`config.mk`:
```
export PLATFORM = sky130hd
export DESIGN_NAME = aes_block_packer
export DESIGN_NICKNAME = d
export VERILOG_FILES = /design/src/rtl/aes_pkg.sv /design/src/rtl/aes_pkcs7_pad.sv /design/src/rtl/aes_block_packer.sv
export SDC_FILE = /design/constraint.sdc
export NUM_CORES = 1
export LEC_CHECK = 0
export ABC_AREA = 1
export CAP_MARGIN = 20
export CORE_MARGIN = 4
export CORE_UTILIZATION = 31
export CTS_CLUSTER_SIZE = 12
export DETAILED_ROUTE_END_ITERATION = 16
export PLACE_DENSITY_LB_ADDON = 0.12
export SLEW_MARGIN = 20
export SYNTH_ARGS = -nofsm -noshare
export SYNTH_HDL_FRONTEND = slang
export SYNTH_SLANG_ARGS = --single-unit
```
`constraint.sdc`:
```
create_clock -name clk -period 3.1 [get_ports clk]
set_input_delay 0.775 -clock clk [delete_from_list [all_inputs] [get_ports clk]]
set_output_delay 0.775 -clock clk [all_outputs]
set_load 0.03 [all_outputs]
```
`src/rtl/aes_pkg.sv`:
```
// Shared types and constants for the AES byte-to-block packer.
// Latency: n/a (declarations only).
// Backpressure: n/a (declarations only).
//
// Contents: block geometry, PKCS#7 full-pad byte, packer state enum and a
// lane-write helper. Lane 0 is the first byte of a block and sits in [127:120].
package aes_pkg;

  localparam int         AES_BLK_BITS  = 128;
  localparam int         AES_BLK_BYTES = 16;
  localparam logic [7:0] PKCS7_FULL    = 8'h10;

  typedef logic [AES_BLK_BITS-1:0] blk_t;

  typedef enum logic [0:0] {
    FILL = 1'b0,
    XPAD = 1'b1
  } pk_state_t;

  // Replace byte lane idx (0 = most significant byte) of b with v.
  function automatic blk_t set_lane(input blk_t b, input logic [3:0] idx, input logic [7:0] v);
    blk_t r;
    r = b;
    r[(AES_BLK_BYTES - 1 - int'(idx)) * 8 +: 8] = v;
    return r;
  endfunction

endpackage

```
`src/rtl/aes_pkcs7_pad.sv`:
```
// Fills the unused tail of a partial block with PKCS#7 pad bytes or zeros.
// Latency: combinational, zero cycles.
// Backpressure: none; pure function of its inputs.
//
// Ports:
//   acc    in  128  block whose lanes 0..k-1 hold message bytes
//   k      in  5    number of message bytes in the block (1..16)
//   pad_en in  1    1 = lanes k..15 get 8'(16-k); 0 = lanes k..15 get zero
//   padded out 128  acc with lanes k..15 overwritten; k==16 passes acc through
module aes_pkcs7_pad
  import aes_pkg::*;
(
  input  logic [AES_BLK_BITS-1:0] acc,
  input  logic [4:0]              k,
  input  logic                    pad_en,
  output logic [AES_BLK_BITS-1:0] padded
);

  logic [7:0] pad_byte;

  always_comb begin
    // 16-k is 0..15 for legal k, so it fits the low five bits.
    pad_byte = pad_en ? {3'b000, 5'd16 - k} : 8'h00;
    padded   = acc;
    for (int i = 0; i < AES_BLK_BYTES; i++) begin
      if (5'(i) >= k) begin
        padded[(AES_BLK_BYTES - 1 - i) * 8 +: 8] = pad_byte;
      end
    end
  end

endmodule

```
`src/rtl/aes_block_packer.sv`:
```
// Packs a byte stream into 128-bit AES plaintext blocks, optional PKCS#7 tail.
// Latency: block valid one cycle after its completing byte is accepted.
// Backpressure: in_ready drops while the output register is held; no byte lost.
//
// Ports:
//   clk, rst_n          clock, asynchronous active-low reset
//   in_data/valid/last  byte input; in_last marks the final message byte
//   in_ready            byte accepted when in_valid && in_ready
//   blk_data/valid/last block output, first byte in [127:120]
//   blk_ready           downstream takes the block when blk_valid && blk_ready
//   blk_cnt             number of completed block handshakes (wraps)
module aes_block_packer
  import aes_pkg::*;
#(
  parameter bit PAD_EN = 1'b1,
  parameter int CNT_W  = 32
) (
  input  logic                    clk,
  input  logic                    rst_n,
  input  logic [7:0]              in_data,
  input  logic                    in_valid,
  input  logic                    in_last,
  output logic                    in_ready,
  output logic [AES_BLK_BITS-1:0] blk_data,
  output logic                    blk_valid,
  output logic                    blk_last,
  input  logic                    blk_ready,
  output logic [CNT_W-1:0]        blk_cnt
);

  pk_state_t state, state_nxt;

  logic [AES_BLK_BITS-1:0] acc;
  logic [3:0]              cnt;

  logic                    out_free;
  logic                    accept;
  logic                    complete;
  logic [4:0]              k;
  logic [AES_BLK_BITS-1:0] acc_wr;
  logic [AES_BLK_BITS-1:0] padded;

  logic                    load;
  logic [AES_BLK_BITS-1:0] load_dat;
  logic                    load_last;

  // The output register can take a new block when empty or being drained
  // this cycle, which is what lets back-to-back blocks run without a bubble.
  assign out_free = !blk_valid || blk_ready;
  // rst_n gating keeps in_ready low for the whole reset pulse, not just
  // after the registers settle.
  assign in_ready = rst_n && (state == FILL) && out_free;
  assign accept   = in_valid && in_ready;
  assign k        = {1'b0, cnt} + 5'd1;
  // Block content including the byte being accepted this cycle.
  assign acc_wr   = set_lane(acc, cnt, in_data);
  assign complete = accept && (in_last || (cnt == 4'd15));

  aes_pkcs7_pad u_pad (
    .acc    (acc_wr),
    .k      (k),
    .pad_en (PAD_EN),
    .padded (padded)
  );

  always_ff @(posedge clk or negedge rst_n) begin
    if (!rst_n) begin
      state <= FILL;
    end else begin
      state <= state_nxt;
    end
  end

  always_comb begin
    state_nxt = state;
    load      = 1'b0;
    load_dat  = acc_wr;
    load_last = 1'b0;
    case (state)
      FILL: begin
        if (accept && in_last) begin
          load     = 1'b1;
          load_dat = padded;
          if (PAD_EN && (k == 5'd16)) begin
            // A full final block still needs a whole block of 0x10 after it.
            load_last = 1'b0;
            state_nxt = XPAD;
          end else begin
            load_last = 1'b1;
          end
        end else if (accept && (cnt == 4'd15)) begin
          load      = 1'b1;
          load_dat  = acc_wr;
          load_last = 1'b0;
        end
      end
      XPAD: begin
        if (out_free) begin
          load      = 1'b1;
          load_dat  = {AES_BLK_BYTES{PKCS7_FULL}};
          load_last = 1'b1;
          state_nxt = FILL;
        end
      end
      default: begin
        state_nxt = FILL;
      end
    endcase
  end

  // Stale lanes from an earlier block need no clearing: every lane is either
  // rewritten by a new byte or overwritten by padding before it is emitted.
  always_ff @(posedge clk or negedge rst_n) begin
    if (!rst_n) begin
      acc <= '0;
      cnt <= 4'd0;
    end else if (accept) begin
      acc <= acc_wr;
      cnt <= complete ? 4'd0 : cnt + 4'd1;
    end
  end

  always_ff @(posedge clk or negedge rst_n) begin
    if (!rst_n) begin
      blk_data  <= '0;
      blk_valid <= 1'b0;
      blk_last  <= 1'b0;
    end else if (load) begin
      blk_data  <= load_dat;
      blk_valid <= 1'b1;
      blk_last  <= load_last;
    end else if (blk_ready) begin
      blk_valid <= 1'b0;
    end
  end

  always_ff @(posedge clk or negedge rst_n) begin
    if (!rst_n) begin
      blk_cnt <= '0;
    end else if (blk_valid && blk_ready) begin
      blk_cnt <= blk_cnt + CNT_W'(1);
    end
  end

endmodule

```
==> flow_summary.ini, run 1 <==
[outcome]
status = finished clean

[clock_network]
clockBufferDepth = 3
clock_latency_ns = 0.56
numCtsBuffers = 37
cts_root_buf = clkbuf_16
clock-sinks = 295
cts_setup_buffers = 0
htreeDepth = 2
cts_tree = done
clkTransAtPathRegs_ns = 0.05

[power]
swShare_pct = 40.94
p_switching_uw = 7284
comb_power_share_pct = 41.5
p_int_uw = 10510
ir_drop_mv = 0.5435
sequentialPowerShare_pct = 34.1
power_density_nw_per_um2 = 927.0
clkPwrFrac_pct = 24.4
power_leakage_uw = 0.008981

[floorplan]
dieArea_um2 = 50970
coreArea_um2 = 46750
start_util_pct = 31.44
rows = 79
ios = 176
chipWidth_um = 225.8
die_h_um = 225.8

[timing]
hold_viol = 0
period_needed_ns = 2.961
worst_pin_slew_ns = 0.9122
min_period_over_period_pct = 95.53
setup_viol = 0
fmax_ghz = 0.3377
slew_headroom_pct = 39.18
drv_slew = 0
fin_skew_ns = 0.02257
setup_tns_ns = 0
rsz0062_at_grt = false

[final_layout]
area_delta_synth_final_pct = 30.56
fillers = 4813
layout.nets = 2192
final_common_cell = nand2_1
n_antenna_cell = 0
layout_common_cells = nand2_1, dfrtp_1, o21ai_0
fin_util_pct = 41.05
drive_above_1_share_pct = 11.32

[synth]
muxShareOfSynthArea_pct = 0
synth_edf_count = 0
synth_simple_gate_area_share_pct = 27.63
synth_top_area_cell = dfrtp_1
synth_flop_cell = dfrtp_1
synth-warning-count = 0
ys_ff_latch = 295
synth_nets = 1929
synth_top_family_by_area = simple AND/OR/NAND/NOR gates
synth.cell_area_um2 = 14700
seq_area_frac_synth_pct = 50.22
syn_inst = 1910
synthAdderAreaFrac_pct = 0.5107
synth_top_area_share_pct = 50.22
synth-compound-area-share_pct = 13.62
ys_types = 42
synth_top_cells_by_area = dfrtp_1, nand2_1, o21ai_0
synth_xor_area_share_pct = 1.788
async_reset_ff_share_pct = 100.0
syn_area_per_cell_um2 = 7.696

[grt]
grt_pass1_vias = 13630
track_usage_pct = 23.27
gr-total-overflow = 0
antenna_found_initial = 0
grt_start_max_net_pins = 153
grt_pass1_wl_um = 89260

[routing]
vias = 14130
ant_nets = 0
wl_um = 59770
vias_per_cell = 5.036
post_drt_wl_per_cell_um = 21.30
drt_iter0_drc = 1199
dr.pass1.iters = 5
drc = 0

[setup_path]
cp.arrival_ns = 2.19
worstSetupStartpointType = primary input
crit_type = primary input to output pin
crit_family = buffers and inverters
r2r_cells = 10
crit_start = rst_n
crit_path_cell_trace = dlygate4sd3_1, buf_8, inv_1, nor3_2, buf_4, buf_12
rr_startpoint = cnt[0]
cp_num_cells = 6
slowest_stage = dlygate4sd3_1
critPathMaxStageDelay_ns = 0.56
crit_path_end_kind = output pin
critical_path_buf_inv_count = 5
crit_required_ns = 2.32
path_max_fanout = 13

[hold_path]
min_path_cells = 1
hp-start = blk_cnt[31]
hold_path.class = flop to flop

[placement]
dp_hpwl_um = 44790
place_congestion = 0.9790
port_buffers = 175

[flow_run]
drv_cap = 0
-- Yosys cell counts, types with 10 or more instances --
cell type / count
nand2_1: 637
dfrtp_1: 295
o21ai_0: 264
nor2_1: 140
inv_1: 120
nand3_1: 106
a21oi_1: 68
clkbuf_1: 45
o21ai_1: 35
buf_2: 25
nand4_1: 22
nor3_1: 20
xor2_1: 17
nor2_2: 16
xnor2_1: 13
buf_4: 10
-- metal layers --
metal  GRT usage (%)  share of wire (%)  vias to the layer above
li1                -                  -                     6737
met1           33.35                 46                     6812
met2           35.74                 44                      483
met3           3.705                6.0                      100
met4           8.378                3.8                        0
met5               0                  0                        -
-- power by group through the flow --
stage | Combinational [uW] | Sequential [uW] | Clock, uW
finish | 7380 | 6070 | 4340
detailed placement | 7380 | 6130 | 0
floorplan | 2760 | 7310 | 0
global placement | 7340 | 6130 | 0
CTS | 7410 | 6090 | 4460
global route | 8010 | 6250 | 4610
-- state kept, by name, summed over array words and instances, names as in the netlist --
register,count
acc,128
blk_cnt,32
blk_valid,1
state,1
blk_data,128
blk_last,1
cnt,4
-- cells by family after synthesis --
family,Yosys count
compound gates,389
xor+xnor,30
fa+ha+maj,6
buf+inv,219
flops,295
simple gates,971
-- stage by stage --
| step | total power (uW) | std cells | hold slack [ns] | area, um^2 | worst slack (ns) |
|---|---|---|---|---|---|
| 2_1_floorplan | 10070 | 1910 | 0.4468 | 14700 | 0.4469 |
| 3_3_place_gp | 13470 | 2740 | 0.4612 | 17960 | 0.02641 |
| 3_5_place_dp | 13510 | 2740 | 0.4651 | 17960 | 0.03521 |
| 4_1_cts | 17960 | 2806 | 0.4809 | 19180 | 0.06575 |
| 5_1_grt | 18870 | 2806 | 0.4952 | 19190 | 0.03317 |
| 6_report | 17790 | 2806 | 0.4732 | 19190 | 0.1387 |
-- path summary, 6_finish.rpt --
check / endpoint / slack, ns
max: in_ready / 0.14
min: blk_cnt[31] / 0.47
max reg2reg: blk_data[116] / 0.18
min reg2reg: blk_cnt[31] / 0.47
max in group asynchronous: cnt[0] / 0.67
min in group asynchronous: blk_cnt[11] / 0.61
-- layout make-up --
class / instances / area (um^2) / area share [%]
Sequential cell: 295 / 7383 / 38.47
Multi-Input combinational cell: 1396 / 6416 / 33.43
Timing Repair Buffer: 312 / 2923 / 15.23
Clock buffer: 56 / 1087 / 5.666
Tap cell: 607 / 759.5 / 3.957
Inverter: 131 / 498.0 / 2.595
Clock inverter: 9 / 123.9 / 0.6455
-- what timing repair did --
action                                  4_1_cts  5_1_grt
hold buffers                                  1        0
hold endpoints to repair                     11        0
endpoints found under the setup margin        0       25
resized for setup                             0        4
Note: power is estimated with default switching activity, not from simulation.
==> run 2: changes to the inputs <==
- ABC_AREA: 1 -> 0
- CORE_UTILIZATION: 31 -> 56
- GPL_ROUTABILITY_DRIVEN: unset -> 0
==> flow_summary.ini, run 2 <==
[timing]
hold_viol = 0
setup_viol = 0
rsz0062_at_grt = false
setup_ws_ns = 0.03645
worst_pin_slew_ns = 0.8999
period_needed_ns = 3.064
fin_skew_ns = 0.01914
min_period_over_period_pct = 98.82
fmax_ghz = 0.3264
drv_slew = 0
setup_tns_ns = 0
slew_headroom_pct = 40.01

[final_layout]
layout_common_cells = dfrtp_1, nand2_1, o21ai_0
area_delta_synth_final_pct = 27.22
layout.nets = 1782
final_common_cell = dfrtp_1
top_regs = acc: 128 flops, blk_data: 128 flops, blk_cnt: 32 flops
drive_above_1_share_pct = 15.39
final_cell_count_no_fill = 2117
n_antenna_cell = 0
fin_util_pct = 72.84

[floorplan]
chipWidth_um = 169.1
die_h_um = 169.1
start_util_pct = 57.25
rows = 58
ios = 176
dieArea_um2 = 28610
coreArea_um2 = 25400

[setup_path]
rr_startpoint = cnt[0]
crit_required_ns = 3.54
rrSetupSlack_ns = 0.04
critical_path_buf_inv_count = 3
r2r_cells = 9
crit_family = buffers and inverters
slowest_stage = a2111oi_0
crit_type = flop to flop
cp_num_cells = 9
crit_path_frequent_cell = buf_4
r2r-end = blk_data[88]
crit_path_cell_trace = ha_1, buf_4, and3_1, inv_1, nand4_1, buf_4, a2111oi_0, o22ai_1, a21oi_1
critPathMaxStageDelay_ns = 0.51
worstSetupStartpointType = flop
cp.arrival_ns = 3.50
crit_path_end_kind = flop
path_max_fanout = 14

[clock_network]
numCtsBuffers = 34
clock-sinks = 295
cts_root_buf = clkbuf_16
clock_latency_ns = 0.52
clkTransAtPathRegs_ns = 0.07
cts_setup_buffers = 0
cts_tree = done
cts_hold_buf = 0
htreeDepth = 2
clockBufferDepth = 3
post_cts_resized = 0

[synth]
synth_top_area_share_pct = 50.77
synth.most_common_cell = dfrtp_1
synth_flop_cell = dfrtp_1
synth-warning-count = 0
seq_area_frac_synth_pct = 50.77
synth_top_area_cell = dfrtp_1
synth_nets = 1542
syn_area_per_cell_um2 = 9.548
synth.cell_area_um2 = 14540
synth_edf_count = 0
synth_commonest_cells = dfrtp_1, nand2_1, o21ai_0
ys_ff_latch = 295
ys_types = 77
synth_top_cells_by_area = dfrtp_1, o21ai_0, nand2_1
syn_inst = 1523
async_reset_ff_share_pct = 100.0

[grt]
grt_use_met1_pct = 49.19
grtUsageMet2_pct = 50.75
gr-total-overflow = 0
grt_pass1_vias = 13500
antenna_found_initial = 1
grt.busiest_layer = met2
track_usage_pct = 34.60
grt_start_max_net_pins = 158
met3_usage_pct = 9.224
grt_pass1_wl_um = 77610

[routing]
wl_um = 50210
drt_iter0_drc = 2095
vias_per_cell = 6.464
ant_nets = 0
drc = 0
vias = 13680
post_drt_wl_per_cell_um = 23.72
dr.pass1.iters = 6

[placement]
pre_cts_ws_ns = -0.09046
port_buffers = 175
dp_cells = 2057
dp_hpwl_um = 35330

[power]
power_density_nw_per_um2 = 712.6
ir_drop_mv = 0.5302
power_leakage_uw = 0.008142

[hold_path]
hold_path.class = primary input to async pin

[outcome]
status = finished clean

[flow_run]
drv_cap = 0
run 2: changes by cell type in the layout (fill, tap and decap cells not counted), sizes merged, moves of 45 or more:
| cell | before | now |
|---|---|---|
| nand2 | 647 | 240 |
| inv | 130 | 21 |
| o21ai | 301 | 199 |
| nand3 | 111 | 43 |
| nor2 | 161 | 100 |
| mux2 | 0 | 56 |
| mux2i | 0 | 45 |
run 2: worst max path at each step:
stage	start	to
CTS	blk_ready	in_ready
global placement	blk_ready	acc[31]
global route	cnt[0]	blk_data[88]
detailed placement	blk_ready	acc[3]
floorplan	cnt[2]	blk_data[116]
finish	cnt[0]	blk_data[88]
run 2: layer usage:
| layer | part of all wire, % | vias to the layer above |
|---|---|---|
| li1 | - | 5937 |
| met4 | 5.0 | 2 |
| met2 | 43 | 960 |
| met3 | 12 | 222 |
| met5 | 0.014 | - |
| met1 | 40 | 6563 |
run 2: final cells by class:
class / count / area (um^2)
multi-input combinational: 1107 / 6679
timing repair buffer: 304 / 2810
clock buffer: 53 / 1066
clock inverter: 7 / 66.31
sequential: 295 / 7383
inverter: 21 / 82.58
fill: 1916 / 6899
tap: 330 / 412.9
run 2: through the flow:
| stage | power (uW) | hold WS, ns | cell area, um^2 |
|---|---|---|---|
| detailed placement | 9049 | 0.4606 | 17370 |
| floorplan | 7229 | 0.4396 | 14580 |
| CTS | 13110 | 0.04796 | 18500 |
| global placement | 8965 | 0.4548 | 17370 |
| global route | 13680 | 0.04453 | 18500 |
| finish | 13180 | 0.06616 | 18500 |
run 2: logic make-up (layout without fill, tap and decap cells):
| group | after synthesis | count (layout) | synth area share [%] |
|---|---|---|---|
| AOI/OAI and AO/OA | 425 | 425 | 17.78 |
| and+or+nand+nor | 541 | 541 | 17.87 |
| buffers and inverters | 121 | 385 | 3.485 |
| DFF | 295 | 295 | 50.77 |
| muxes | 101 | 101 | 7.434 |
| xor gates and xnor gates | 34 | 34 | 2.151 |
| adders and majority gates | 6 | 6 | 0.5162 |
run 2: power breakdown:
group | internal [uW] | leakage, uW | switching [uW]
Sequential | 4510 | 0.00393 | 475
Clock | 2450 | 0.000557 | 1600
Combinational | 1560 | 0.00365 | 2590
Total | 8510 | 0.00814 | 4670
run 2: worst register-to-register path: cells and delay by family, from the launching register on:
kind / cells / cell delay (ns)
buf+inv: 3 / 0.88
compound gates: 3 / 0.87
simple gates: 2 / 0.52
flops: 1 / 0.48
fa+ha+maj: 1 / 0.24
==> run 3: changes to the inputs <==
- ABC_AREA: 0 -> unset
- REMOVE_ABC_BUFFERS: unset -> 1
==> flow_summary.ini, run 3 (synthesized netlist as in run 2, its figures left out) <==
[outcome]
status = finished clean

[clock_network]
cts_root_buf = clkbuf_16
htreeDepth = 1
clock-sinks = 295
numCtsBuffers = 31
clock_latency_ns = 0.57
cts_setup_buffers = 0
clockBufferDepth = 3
clkTransAtPathRegs_ns = 0.06
cts_hold_buf = 0
cts_tree = done

[floorplan]
coreArea_um2 = 25400
die_h_um = 169.1
ios = 176
chipWidth_um = 169.1
start_util_pct = 57.25
rows = 58
dieArea_um2 = 28610

[routing]
wl_um = 48880
drc = 0
vias = 13410
dr.pass1.iters = 7
drt_iter0_drc = 1793
post_drt_wl_per_cell_um = 23.25
ant_nets = 0
vias_per_cell = 6.380

[setup_path]
worstSetupStartpointType = flop
crit_path_end_kind = flop
slowest_stage = o21ai_2
crit_required_ns = 3.58
crit_type = flop to flop
path_max_fanout = 9
critPathMaxStageDelay_ns = 0.52
crit_path_cell_trace = ha_1, xor2_2, buf_4, nand2_1, o21ai_2, o211ai_1, a31oi_1
cp.arrival_ns = 3.45

[timing]
hold_viol = 0
fmax_ghz = 0.3360
holdWs_ns = 0.3289
fin_skew_ns = 0.01062
slew_headroom_pct = 36.59
rsz0062_at_grt = false
drv_slew = 0
setup_ws_ns = 0.1237
setup_tns_ns = 0
period_needed_ns = 2.976
setup_viol = 0
worst_pin_slew_ns = 0.9511
min_period_over_period_pct = 96.01

[grt]
grt_start_max_net_pins = 153
gr-total-overflow = 0
met3_usage_pct = 8.526
grt_pass1_vias = 13210
grt_use_met1_pct = 46.09
antenna_found_initial = 0
grtUsageMet2_pct = 51.65
grt.busiest_layer = met2
grt_pass1_wl_um = 75960
track_usage_pct = 33.61

[final_layout]
area_delta_synth_final_pct = 25.71
top_regs = acc: 128 flops, blk_data: 128 flops, blk_cnt: 32 flops
final_common_cell = dfrtp_1
drive_above_1_share_pct = 14.57
layout.nets = 1773
fillers = 1962
final_cell_count_no_fill = 2102
layout_common_cells = dfrtp_1, nand2_1, o21ai_0

[power]
sequentialPowerShare_pct = 39.5
p_switching_uw = 4467
ir_drop_mv = 0.5213
comb_power_share_pct = 32.3
clkPwrFrac_pct = 28.2
power_leakage_uw = 0.008014
p_int_uw = 8095
power_density_nw_per_um2 = 687.2
swShare_pct = 35.56

[placement]
port_buffers = 175
pre_cts_ws_ns = -0.09194
dp_cells = 2051
dp_hpwl_um = 34380

[hold_path]
hold_path.class = primary input to async pin

[flow_run]
drv_cap = 0
run 3: worst paths after layout:
check                         start       endpoint  slack [ns]  cells after the start
max                          cnt[1]   blk_data[19]        0.12                      7
min                           rst_n        acc[13]        0.33                      2
max reg2reg                  cnt[1]   blk_data[19]        0.12                      7
min reg2reg                acc[124]       acc[124]        0.48                      2
max in group asynchronous     rst_n  blk_data[117]        1.42                      3
min in group clk           acc[124]       acc[124]        0.48                      2
run 3: timing repair:
| item | in CTS | in global routing |
|---|---|---|
| gates resized for setup | 1 | 1 |
| hold endpoints to repair | 0 | 0 |
| endpoints found under the setup margin | 1 | 9 |
| pin swaps | 0 | 0 |
run 3: layer usage:
metal  part of all wire, %  wire length [um]  vias to the layer above
met2                    45             21870                      824
met1                    39             18880                     6485
met4                   4.7              2317                        0
li1                      -                 -                     5917
met5                     0                 0                        -
met3                    12              5810                      185
run 3: critical path, delay by kind of cell, from the launching register on:
kind	cells	cell delay (ns)
AND/OR/NAND/NOR	1	0.35
adder cells (fa/ha/maj)	1	0.41
AO/OA/AOI/OAI	3	0.95
flip-flops	1	0.48
XOR/XNOR	1	0.45
buffers and inverters	1	0.25
run 3: through the flow:
stage	total power, uW	utilization (%)	cell area [um^2]
final	12560	71.97	18280
after global routing	13070	71.96	18280
after CTS	12520	71.93	18270
after detailed placement	8997	68.18	17320
after global placement	8910	68.18	17320
after floorplan	7133	-	14110
run 3: cell type report:
type                            count  area [um^2]  share of cell area, %
Inverter                           21        78.83                 0.4312
Clock inverter                      7        68.82                 0.3765
Sequential cell                   295         7382                  40.38
Timing Repair Buffer              298         2781                  15.22
Multi-Input combinational cell   1107         6673                  36.50
Tap cell                          330        412.9                  2.259
Clock buffer                       43        880.8                  4.819
Antenna cell                        1        2.502                0.01369
run 3: power groups by stage:
stage | registers [uW] | clock network, uW | logic [uW]
3_5_place_dp | 5010 | 0 | 3980
5_1_grt | 5030 | 3710 | 4330
6_report | 4960 | 3550 | 4060
2_1_floorplan | 5630 | 0 | 1500
3_3_place_gp | 4990 | 0 | 3920
4_1_cts | 4950 | 3560 | 4010
